<file path="src/rtl/srmem_rd_sched_pkg.sv">
// rtl/srmem_rd_sched_pkg.sv - shared FSM states, sizing macro and build defaults for srmem_rd_sched
`ifndef SRMEM_RD_SCHED_PKG_SV
`define SRMEM_RD_SCHED_PKG_SV

// Counter width over x values; never narrower than one bit.
`ifndef LOG2
`define LOG2(x) (((x) <= 2) ? 1 : $clog2(x))
`endif

package srmem_rd_sched_pkg;

    localparam int NUM_PCU_DEF    = 2;
    localparam int NUM_PCH_DEF    = 4;
    localparam int PCHINFO_BW_DEF = 32;
    localparam int LEN_SRMEM_DEF  = NUM_PCH_DEF / NUM_PCU_DEF;
    localparam int TIMEOUT_DEF    = 1024;

    typedef enum logic [2:0] {
        S_IDLE  = 3'd0,
        S_LOAD  = 3'd1,
        S_WAIT  = 3'd2,
        S_SERVE = 3'd3,
        S_POP   = 3'd4
    } state_t;

endpackage

`endif

</file>
<file path="src/rtl/srmem_rd_sched_if.sv">
// rtl/srmem_rd_sched_if.sv - source, srmem and PCU signals of srmem_rd_sched (timeout_err with SRMEM_SCHED_TIMEOUT_EN)
interface srmem_rd_sched_if
    import srmem_rd_sched_pkg::*;
#(
    parameter int NUM_PCU = NUM_PCU_DEF,
    parameter int DATA_BW = PCHINFO_BW_DEF
) ();

    logic               src_valid;
    logic [DATA_BW-1:0] src_data;
    logic               src_last;
    logic               src_ready;
    logic               wrfull;
    logic               rdvalid;
    logic               rdlast;
    logic               rdend;
    logic               valid_din;
    logic [DATA_BW-1:0] din;
    logic               is_lastdin;
    logic               req_pop;
    logic               req_newdata;
    logic [NUM_PCU-1:0] pcu_en;
    logic [NUM_PCU-1:0] pcu_start;
    logic [NUM_PCU-1:0] pcu_done;
    logic               sched_busy;
`ifdef SRMEM_SCHED_TIMEOUT_EN
    logic               timeout_err;
`endif

    modport master (
        input  src_valid, src_data, src_last, wrfull, rdvalid, rdlast, rdend,
               pcu_en, pcu_done,
        output src_ready, valid_din, din, is_lastdin, req_pop, req_newdata,
               pcu_start, sched_busy
`ifdef SRMEM_SCHED_TIMEOUT_EN
        , output timeout_err
`endif
    );

    modport slave (
        output src_valid, src_data, src_last, wrfull, rdvalid, rdlast, rdend,
               pcu_en, pcu_done,
        input  src_ready, valid_din, din, is_lastdin, req_pop, req_newdata,
               pcu_start, sched_busy
`ifdef SRMEM_SCHED_TIMEOUT_EN
        , input timeout_err
`endif
    );

endinterface

</file>
<file path="src/rtl/srmem_done_collect.sv">
// rtl/srmem_done_collect.sv - per-row done collection across the PCU array
module srmem_done_collect
    import srmem_rd_sched_pkg::*;
#(
    parameter int NUM_PCU = NUM_PCU_DEF
) (
    input  logic               clk,
    input  logic               rst,
    input  logic               row_start,
    input  logic               collect,
    input  logic [NUM_PCU-1:0] pcu_en,
    input  logic [NUM_PCU-1:0] pcu_done,
    output logic               all_done
);

    logic [NUM_PCU-1:0] en_q;
    logic [NUM_PCU-1:0] done_vec;

    // Disabled PCUs count as done from row start; only enabled ones can set their bit later.
    always_ff @(posedge clk or posedge rst) begin
        if (rst) begin
            en_q     <= '0;
            done_vec <= '0;
        end else if (row_start) begin
            en_q     <= pcu_en;
            done_vec <= ~pcu_en;
        end else if (collect) begin
            done_vec <= done_vec | (pcu_done & en_q);
        end
    end

    assign all_done = &done_vec;

endmodule

</file>
<file path="src/rtl/srmem_rd_sched.sv">
// rtl/srmem_rd_sched.sv - load/serve/pop sequencer for one shift-register memory (optional SRMEM_SCHED_TIMEOUT_EN)
module srmem_rd_sched
    import srmem_rd_sched_pkg::*;
#(
    parameter int NUM_PCU   = NUM_PCU_DEF,
    parameter int LEN_SRMEM = LEN_SRMEM_DEF,
    parameter int DATA_BW   = PCHINFO_BW_DEF
`ifdef SRMEM_SCHED_TIMEOUT_EN
    , parameter int TIMEOUT = TIMEOUT_DEF
`endif
) (
    input  logic             clk,
    input  logic             rst,
    srmem_rd_sched_if.master bus
);

    localparam int             RCW     = `LOG2(LEN_SRMEM);
    localparam logic [RCW-1:0] ROW_MAX = RCW'(LEN_SRMEM - 1);
`ifdef SRMEM_SCHED_TIMEOUT_EN
    localparam int             TCW     = `LOG2(TIMEOUT);
    localparam logic [TCW-1:0] TO_MAX  = TCW'(TIMEOUT - 1);
`endif

    state_t             state;
    logic               src_ready;
    logic               accept;
    logic               row_start;
    logic               all_done;
    logic               req_pop_q;
    logic [NUM_PCU-1:0] pcu_start_q;
    logic               valid_din_q;
    logic [DATA_BW-1:0] din_q;
    logic               is_lastdin_q;
    logic [RCW-1:0]     row_cnt;
`ifdef SRMEM_SCHED_TIMEOUT_EN
    logic [TCW-1:0]     to_cnt;
    logic               timeout_err_q;
`endif

    // Upstream is only accepted while idle with room in srmem, or mid-batch.
    assign src_ready = !rst && ((state == S_IDLE && !bus.wrfull) || state == S_LOAD);
    assign accept    = bus.src_valid && src_ready;
    assign row_start = (state == S_WAIT) && bus.rdvalid;

    srmem_done_collect #(.NUM_PCU(NUM_PCU)) u_done (
        .clk       (clk),
        .rst       (rst),
        .row_start (row_start),
        .collect   (state == S_SERVE),
        .pcu_en    (bus.pcu_en),
        .pcu_done  (bus.pcu_done),
        .all_done  (all_done)
    );

    // Main sequencer: batch load, row hand-out, done wait, pop and refill decision.
    always_ff @(posedge clk or posedge rst) begin
        if (rst) begin
            state        <= S_IDLE;
            req_pop_q    <= 1'b0;
            pcu_start_q  <= '0;
            valid_din_q  <= 1'b0;
            din_q        <= '0;
            is_lastdin_q <= 1'b0;
            row_cnt      <= '0;
`ifdef SRMEM_SCHED_TIMEOUT_EN
            to_cnt        <= '0;
            timeout_err_q <= 1'b0;
`endif
        end else begin
            req_pop_q    <= 1'b0;
            pcu_start_q  <= '0;
            valid_din_q  <= accept;
            is_lastdin_q <= accept && bus.src_last;
            if (accept) begin
                din_q <= bus.src_data;
            end
            case (state)
                S_IDLE, S_LOAD: begin
                    if (accept) begin
                        state <= bus.src_last ? S_WAIT : S_LOAD;
                    end
                end
                S_WAIT: begin
                    if (bus.rdvalid) begin
                        pcu_start_q <= bus.pcu_en;
                        state       <= S_SERVE;
`ifdef SRMEM_SCHED_TIMEOUT_EN
                        to_cnt      <= '0;
`endif
                    end
                end
                S_SERVE: begin
                    if (all_done) begin
                        req_pop_q <= 1'b1;
                        state     <= S_POP;
                    end
`ifdef SRMEM_SCHED_TIMEOUT_EN
                    else if (to_cnt == TO_MAX) begin
                        req_pop_q     <= 1'b1;
                        timeout_err_q <= 1'b1;
                        state         <= S_POP;
                    end else begin
                        to_cnt <= to_cnt + 1'b1;
                    end
`endif
                end
                S_POP: begin
                    row_cnt <= (row_cnt == ROW_MAX) ? '0 : row_cnt + 1'b1;
                    state   <= (bus.rdlast && bus.src_valid) ? S_LOAD : S_WAIT;
                end
                default: state <= S_IDLE;
            endcase
        end
    end

    assign bus.src_ready   = src_ready;
    assign bus.valid_din   = valid_din_q;
    assign bus.din         = din_q;
    assign bus.is_lastdin  = is_lastdin_q;
    assign bus.req_pop     = req_pop_q;
    assign bus.req_newdata = (state == S_POP) && bus.rdlast && bus.src_valid;
    assign bus.pcu_start   = pcu_start_q;
    assign bus.sched_busy  = (state != S_IDLE);
`ifdef SRMEM_SCHED_TIMEOUT_EN
    assign bus.timeout_err = timeout_err_q;
`endif

    // srmem flags its final row exactly when a refill is requested.
    assert property (@(posedge clk) disable iff (rst) bus.req_newdata |-> bus.rdend);
    assert property (@(posedge clk) disable iff (rst) row_cnt <= ROW_MAX);

endmodule

</file>
<file path="src/flat_wrapper.sv">
// flat-port wrapper written by rule: the top's interface ports become plain ports
module srmem_rd_sched_flat import srmem_rd_sched_pkg::*;
#(
    parameter int NUM_PCU   = NUM_PCU_DEF,
    parameter int LEN_SRMEM = LEN_SRMEM_DEF,
    parameter int DATA_BW   = PCHINFO_BW_DEF

)
  (clk, rst, bus_src_valid, bus_src_data, bus_src_last, bus_wrfull, bus_rdvalid, bus_rdlast, bus_rdend, bus_pcu_en, bus_pcu_done, bus_src_ready, bus_valid_din, bus_din, bus_is_lastdin, bus_req_pop, bus_req_newdata, bus_pcu_start, bus_sched_busy);
  srmem_rd_sched_if #(.NUM_PCU(NUM_PCU), .DATA_BW(DATA_BW)) bus_i ();
  input  logic clk;
  input  logic rst;
  input wire logic [$bits(bus_i.src_valid)-1:0] bus_src_valid;
  input wire logic [$bits(bus_i.src_data)-1:0] bus_src_data;
  input wire logic [$bits(bus_i.src_last)-1:0] bus_src_last;
  input wire logic [$bits(bus_i.wrfull)-1:0] bus_wrfull;
  input wire logic [$bits(bus_i.rdvalid)-1:0] bus_rdvalid;
  input wire logic [$bits(bus_i.rdlast)-1:0] bus_rdlast;
  input wire logic [$bits(bus_i.rdend)-1:0] bus_rdend;
  input wire logic [$bits(bus_i.pcu_en)-1:0] bus_pcu_en;
  input wire logic [$bits(bus_i.pcu_done)-1:0] bus_pcu_done;
  output wire logic [$bits(bus_i.src_ready)-1:0] bus_src_ready;
  output wire logic [$bits(bus_i.valid_din)-1:0] bus_valid_din;
  output wire logic [$bits(bus_i.din)-1:0] bus_din;
  output wire logic [$bits(bus_i.is_lastdin)-1:0] bus_is_lastdin;
  output wire logic [$bits(bus_i.req_pop)-1:0] bus_req_pop;
  output wire logic [$bits(bus_i.req_newdata)-1:0] bus_req_newdata;
  output wire logic [$bits(bus_i.pcu_start)-1:0] bus_pcu_start;
  output wire logic [$bits(bus_i.sched_busy)-1:0] bus_sched_busy;
  assign bus_i.src_valid = bus_src_valid;
  assign bus_i.src_data = bus_src_data;
  assign bus_i.src_last = bus_src_last;
  assign bus_i.wrfull = bus_wrfull;
  assign bus_i.rdvalid = bus_rdvalid;
  assign bus_i.rdlast = bus_rdlast;
  assign bus_i.rdend = bus_rdend;
  assign bus_i.pcu_en = bus_pcu_en;
  assign bus_i.pcu_done = bus_pcu_done;
  assign bus_src_ready = bus_i.src_ready;
  assign bus_valid_din = bus_i.valid_din;
  assign bus_din = bus_i.din;
  assign bus_is_lastdin = bus_i.is_lastdin;
  assign bus_req_pop = bus_i.req_pop;
  assign bus_req_newdata = bus_i.req_newdata;
  assign bus_pcu_start = bus_i.pcu_start;
  assign bus_sched_busy = bus_i.sched_busy;
  srmem_rd_sched #(.NUM_PCU(NUM_PCU), .LEN_SRMEM(LEN_SRMEM), .DATA_BW(DATA_BW)) u_core (.clk(clk), .rst(rst), .bus(bus_i));
endmodule
</file>
<file path="config.mk">
export PLATFORM = sky130hd
export DESIGN_NAME = srmem_rd_sched_flat
export DESIGN_NICKNAME = d
export VERILOG_FILES = /design/src/rtl/srmem_rd_sched_pkg.sv /design/src/rtl/srmem_rd_sched_if.sv /design/src/rtl/srmem_done_collect.sv /design/src/rtl/srmem_rd_sched.sv /design/src/flat_wrapper.sv
export SDC_FILE = /design/constraint.sdc
export NUM_CORES = 1
export LEC_CHECK = 0
export ABC_AREA = 0
export CORE_MARGIN = 1.5
export CORE_UTILIZATION = 35
export DETAILED_ROUTE_END_ITERATION = 10
export HOLD_SLACK_MARGIN = 0.1
export PLACE_DENSITY_LB_ADDON = 0.25
export SYNTH_ARGS = -nofsm -noshare
export SYNTH_HDL_FRONTEND = slang
export SYNTH_HIERARCHICAL = 1
export SYNTH_SLANG_ARGS = --single-unit
</file>
<file path="constraint.sdc">
create_clock -name clk -period 4.8 [get_ports clk]
set_input_delay 1.44 -clock clk [delete_from_list [all_inputs] [get_ports clk]]
set_output_delay 1.44 -clock clk [all_outputs]
set_load 0.005 [all_outputs]
</file>
==> metrics.cfg, run 1 <==
[layout]
final_area_um2=2860
final_cells=278
drive_gt1_frac=0.216
layout.nets=251
diodes=0
syn_to_final_growth_pct=52.5

[global_routing]
antenna_found_initial=0
first_global_vias=1336
gr-total-overflow=0
gr-usage-all-layers=0.152
grt_pass1_wl_mm=6.88
grt_max_degree=34

[clock_network]
cts.sinks=44
cts_hold_buf=0
cts_max_level=2
postCtsSetupRepairBufs=0
clock_latency_ps=290
clk_path_buf_depth=2
cts_tree=done
cts-root-buf=clkbuf_8
cts_resized=0
numCtsBuffers=5
path_clk_slew_ps=80

[placed_design]
place_inst=270
place_ws_ps=488
gp_congestion=0.757
hpwlAfterDp_mm=3.05
portBuffers=82
place_area_um2=2750

[hold_path]
hold_class=register to register
hp-start=u_core/bus.din[20]$_DFFE_PP0P_
whs_path_depth=1
worstHoldEndpoint=u_core/bus.din[20]$_DFFE_PP0P_

[sta]
final.setup.worst_slack_ps=485
min_period_over_period=0.899
rsz0062_at_grt=false
fin_tns_setup_ps=0
finClkSkew_ps=5.36
fmax_ghz=0.232
hold_viol=0
setup_violations=0
finalMaxSlewViolations=0
slew_headroom=0.452
period_needed_ps=4320
worst_pin_slew_ps=821

[synth]
synth_seq_cells=44
synth_nets=165
ys_warn_count=6
yosysSeqAreaShare=0.587
synth_edf_count=0
synth_top_cells_by_area=dfrtp_1, mux2_4, mux2_2
syn_inst=121
yosys_most_used_dff=dfrtp_1
async_reset_ff_frac=1.00
yosys-top-cells-count=dfrtp_1, mux2_4, a21oi_1, mux2_2
yosysMostFrequentCell=dfrtp_1
yosysTopAreaCell=dfrtp_1
ys_types=22
syn_area_per_cell_um2=15.5
yosysTopAreaCellShare=0.587
netlist_area_um2=1880

[detailed_routing]
viasPerCell=4.56
top_layer=met4
postRouteAntennaNets=0
drt_iter0_drc=50
wl_met2_mm=2.05
routed-wl-met3_um=224
drc=0
vias=1269
dr.pass1.iters=4
drt-met1-wl_mm=1.92
wl_mm=4.22
wl_per_cell_um=15.2

[die]
pin_count=84
die_h_um=76.2
row_count=26
initial_core_util=0.365
die_w_um=76.2
core_area_um2=5140
dieArea_um2=5810

[setup_path]
r2r_end=u_core/bus.din[28]$_DFFE_PP0P_
worstReg2RegStart=u_core/state[0]$_DFFE_PP0P_
critPathBufInv=2
slowest_delay_ps=570
start_kind=primary input
r2r_setup_slack_ps=2920
cpMostUsedCell=clkdlybuf4s50_1
cp_slowest_cell=clkdlybuf4s50_1
cpLargestDelayFamily=buffers and inverters
crit_fanout=4
rr_worst_depth=4
crit_chain=clkdlybuf4s50_1, nor4_4, clkdlybuf4s50_1
worstSetupPathType=primary input to output port
critPathArrivalTime_ps=2880
endpoint_kind=output port
cp.required_ps=3360

[pwr]
irDropWorstVdd_v=0.000318
power_leakage_nw=1.32
power_density_nw_per_um2=587

[status]
status=completed

[run]
max_cap_viol_count=0

[where the power goes]
part | switching [mW] | internal (mW)
Clock | 0.118 | 0.154
Sequential | 0.109 | 0.542
Combinational | 0.222 | 0.535
[layout make-up]
| type | count | area [um^2] |
|---|---|---|
| clock buffers | 6 | 72.6 |
| clock inverters | 2 | 35.0 |
| fillers | 461 | 2280 |
| inverters | 4 | 15.0 |
| multi-input cells | 69 | 721 |
| flip-flops and latches | 44 | 1100 |
| well taps | 70 | 87.6 |
| repair buffers | 83 | 828 |
[how the worst max path moves through the flow]
stage	from	to	slack (ps)	depth (start not counted)
5_1_grt	rst	bus_src_ready	440	3
3_3_place_gp	rst	bus_src_ready	530	3
4_1_cts	rst	bus_src_ready	480	3
2_1_floorplan	bus_wrfull	bus_src_ready	1550	2
6_report	rst	bus_src_ready	480	3
3_5_place_dp	rst	bus_src_ready	490	3
[state kept, by name, indices dropped and copies added, names as in the netlist]
name                    count
u_core/bus.din             32
u_core/bus.is_lastdin       1
u_core/bus.pcu_start        2
u_core/bus.req_pop          1
u_core/bus.valid_din        1
u_core/state                3
u_core/u_done/done_vec      2
u_core/u_done/en_q          2
[cells by family after synthesis]
kind of cell,share of synthesized area
mux,0.268
flops,0.587
buf+inv,0.0287
simple gates,0.0821
compound gates,0.0347
[layer usage]
layer | track usage | vias up
li1 | - | 590
met1 | 0.193 | 620
met2 | 0.254 | 55
met3 | 0.0407 | 4
met4 | 0.0444 | 0
met5 | 0 | -
[stage by stage]
step / power (mW) / utilization / hold WS (ps)
after detailed placement: 1.41 / 0.536 / 491
after global placement: 1.38 / 0.536 / 489
after global routing: 1.78 / 0.556 / 527
after floorplan: 1.01 / - / 481
after CTS: 1.70 / 0.556 / 511
final: 1.68 / 0.556 / 506
[layout by cell type, fill, tap and decap left out]
master / Yosys / layout
a21oi_1: 5 / 5
nor2b_1: 2 / 2
a311oi_1: 2 / 2
nand2b_1: 3 / 3
dfrtp_1: 44 / 44
mux2_2: 5 / 5
nand2_1: 4 / 4
clkbuf_8: 0 / 5
and3_1: 3 / 3
mux2_4: 29 / 29
and2_1: 4 / 4
nor2_1: 2 / 2
inv_1: 4 / 4
clkinv_2: 0 / 1
buf_4: 0 / 1
clkdlybuf4s50_1: 0 / 82
nand2_4: 1 / 1
bufinv_16: 0 / 1
or3b_2: 1 / 1
nor4_4: 1 / 1
mux2i_1: 1 / 1
clkbuf_1: 0 / 1
and3b_1: 1 / 1
a31oi_1: 2 / 2
or3_1: 1 / 1
o21ai_0: 2 / 2
(Power assumes the default switching activity.)
==> inputs of run 2 (changes only) <==
--- a/config.mk
+++ b/config.mk
@@ -6,6 +6,7 @@
 export NUM_CORES = 1
 export LEC_CHECK = 0
 export ABC_AREA = 0
+export ABC_CLOCK_PERIOD_IN_PS = 4800
 export CORE_MARGIN = 1.5
 export CORE_UTILIZATION = 35
 export DETAILED_ROUTE_END_ITERATION = 10
==> results of run 2 <==
Final layout, timing and power as in run 1 (identical DEF).
==> inputs of run 3 (changes only) <==
--- a/config.mk
+++ b/config.mk
@@ -8,7 +8,7 @@
 export ABC_AREA = 0
 export ABC_CLOCK_PERIOD_IN_PS = 4800
 export CORE_MARGIN = 1.5
-export CORE_UTILIZATION = 35
+export CORE_UTILIZATION = 44
 export DETAILED_ROUTE_END_ITERATION = 10
 export HOLD_SLACK_MARGIN = 0.1
 export PLACE_DENSITY_LB_ADDON = 0.25
==> metrics.cfg, run 3 (synthesis gave the netlist of run 1 again) <==
[setup_path]
start_kind=primary input
endpoint_kind=output port
worstReg2RegStart=u_core/state[2]$_DFFE_PP0P_
slowest_delay_ps=570  ; about the same
critPathBufInv=2  ; unchanged
cpMostUsedCell=clkdlybuf4s50_1
crit_chain=clkdlybuf4s50_1, nor4_4, clkdlybuf4s50_1
r2r_setup_slack_ps=2960  ; +40 ps
cp_slowest_cell=clkdlybuf4s50_1
cp.required_ps=3360  ; about the same
crit_fanout=4  ; unchanged
rr_worst_depth=3  ; -1
worstSetupPathType=primary input to output port
critPathArrivalTime_ps=2820  ; -60 ps
r2r_end=u_core/bus.din[27]$_DFFE_PP0P_
cpLargestDelayFamily=buffers and inverters

[global_routing]
grt_max_degree=41  ; +21%
first_global_vias=1203  ; -10%
gr-total-overflow=0  ; unchanged
antenna_found_initial=0  ; unchanged
gr-usage-all-layers=0.179  ; +0.0269
grt_pass1_wl_mm=5.93  ; -14%

[run]
max_cap_viol_count=0  ; unchanged

[die]
die_h_um=68.3  ; -10%
row_count=23  ; -12%
die_w_um=68.3  ; -10%
core_area_um2=4060  ; -21%
dieArea_um2=4660  ; -20%
pin_count=84  ; unchanged
initial_core_util=0.462  ; +0.0973

[layout]
diodes=0  ; unchanged
syn_to_final_growth_pct=50.2
n_fill_cell=285  ; -38%
mostFrequentLayoutCell=clkdlybuf4s50_1
largest_reg_flops=32  ; unchanged
drive_gt1_frac=0.212  ; -0.00481
layout.nets=251  ; unchanged
final_cell_mix=clkdlybuf4s50_1, dfrtp_1, mux2_4

[hold_path]
whs_path_depth=1  ; unchanged
worstHoldEndpoint=u_core/bus.din[22]$_DFFE_PP0P_
hold_class=register to register
hp-start=u_core/bus.din[22]$_DFFE_PP0P_

[detailed_routing]
postRouteAntennaNets=0  ; unchanged
drt_iter0_drc=89  ; +78%
wl_mm=4.02  ; -4.6%
dr.pass1.iters=4  ; unchanged
wl_per_cell_um=15.6  ; +2.8%
drc=0  ; unchanged
viasPerCell=4.90  ; +7.3%
vias=1264  ; -0.39%

[sta]
finalMaxSlewViolations=0  ; unchanged
worst_pin_slew_ps=617  ; -204 ps
finClkSkew_ps=4.26  ; -1.10 ps
fmax_ghz=0.235  ; +1.4%
min_period_over_period=0.887  ; -0.0122
hold_ws_ps=508  ; +1.37 ps
hold_viol=0  ; unchanged
setup_violations=0  ; unchanged
fin_tns_setup_ps=0  ; unchanged
slew_headroom=0.588  ; +0.136
period_needed_ps=4260  ; -58.6 ps
rsz0062_at_grt=false

[placed_design]
gp_congestion=0.682  ; -9.9%
portBuffers=82  ; unchanged
hpwlAfterDp_mm=2.90  ; -5.0%

[pwr]
power_density_nw_per_um2=579  ; -1.4%
power_leakage_nw=1.31  ; -0.73%
irDropWorstVdd_v=0.000340  ; +7.1%

[clock_network]
path_clk_slew_ps=70  ; about the same
cts_hold_buf=0  ; unchanged
postCtsSetupRepairBufs=0  ; unchanged
cts.sinks=44  ; unchanged
clk_path_buf_depth=2  ; unchanged
cts_max_level=2  ; unchanged
numCtsBuffers=5  ; unchanged
cts_tree=done
clock_latency_ps=290  ; about the same
cts-root-buf=clkbuf_8
cts_resized=0  ; unchanged

[status]
status=completed

## run 3: worst max path at each step
stage          cells past startpoint            end       start
2_1_floorplan                      2  bus_src_ready  bus_wrfull
3_3_place_gp                       3  bus_src_ready         rst
3_5_place_dp                       3  bus_src_ready         rst
4_1_cts                            3  bus_src_ready         rst
5_1_grt                            3  bus_src_ready         rst
6_report                           3  bus_src_ready         rst
## run 3: final cells by class
type                            instances  area [um^2]  area share
Sequential cell                        44         1100       0.391
Timing Repair Buffer                   83          828       0.294
Multi-Input combinational cell         69          721       0.256
Clock buffer                            8         90.1      0.0320
Tap cell                               50         62.6      0.0222
Inverter                                4         15.0     0.00533
## run 3: worst reg2reg max path: stages, from the launching register on
cell     delay [ps]
dfrtp_1         470
nor4_4          390
nand2_4         380
mux2_4          470
## run 3: layer usage
layer | routed length [um] | GRT usage | vias up
met5 | 0 | 0 | -
met4 | 53 | 0.0675 | 0
met3 | 330 | 0.0641 | 6
met2 | 1970 | 0.291 | 52
met1 | 1670 | 0.216 | 616
li1 | - | - | 590
## run 3: stage by stage
stage | cells | power, mW | worst slack (ps) | cell area [um^2] | util
2_1_floorplan | 121 | 1.01 | 1550 | 1880 | -
3_3_place_gp | 250 | 1.38 | 541 | 2730 | 0.672
4_1_cts | 258 | 1.65 | 529 | 2820 | 0.694
5_1_grt | 258 | 1.74 | 480 | 2820 | 0.694
3_5_place_dp | 250 | 1.41 | 544 | 2730 | 0.672
6_report | 258 | 1.63 | 543 | 2820 | 0.694
## run 3: power breakdown
part / internal [mW] / switching [mW] / leakage [nW]
Combinational: 0.535 / 0.213 / 0.733
Sequential: 0.543 / 0.111 / 0.530
Clock: 0.117 / 0.113 / 0.0455
Total: 1.19 / 0.437 / 1.31
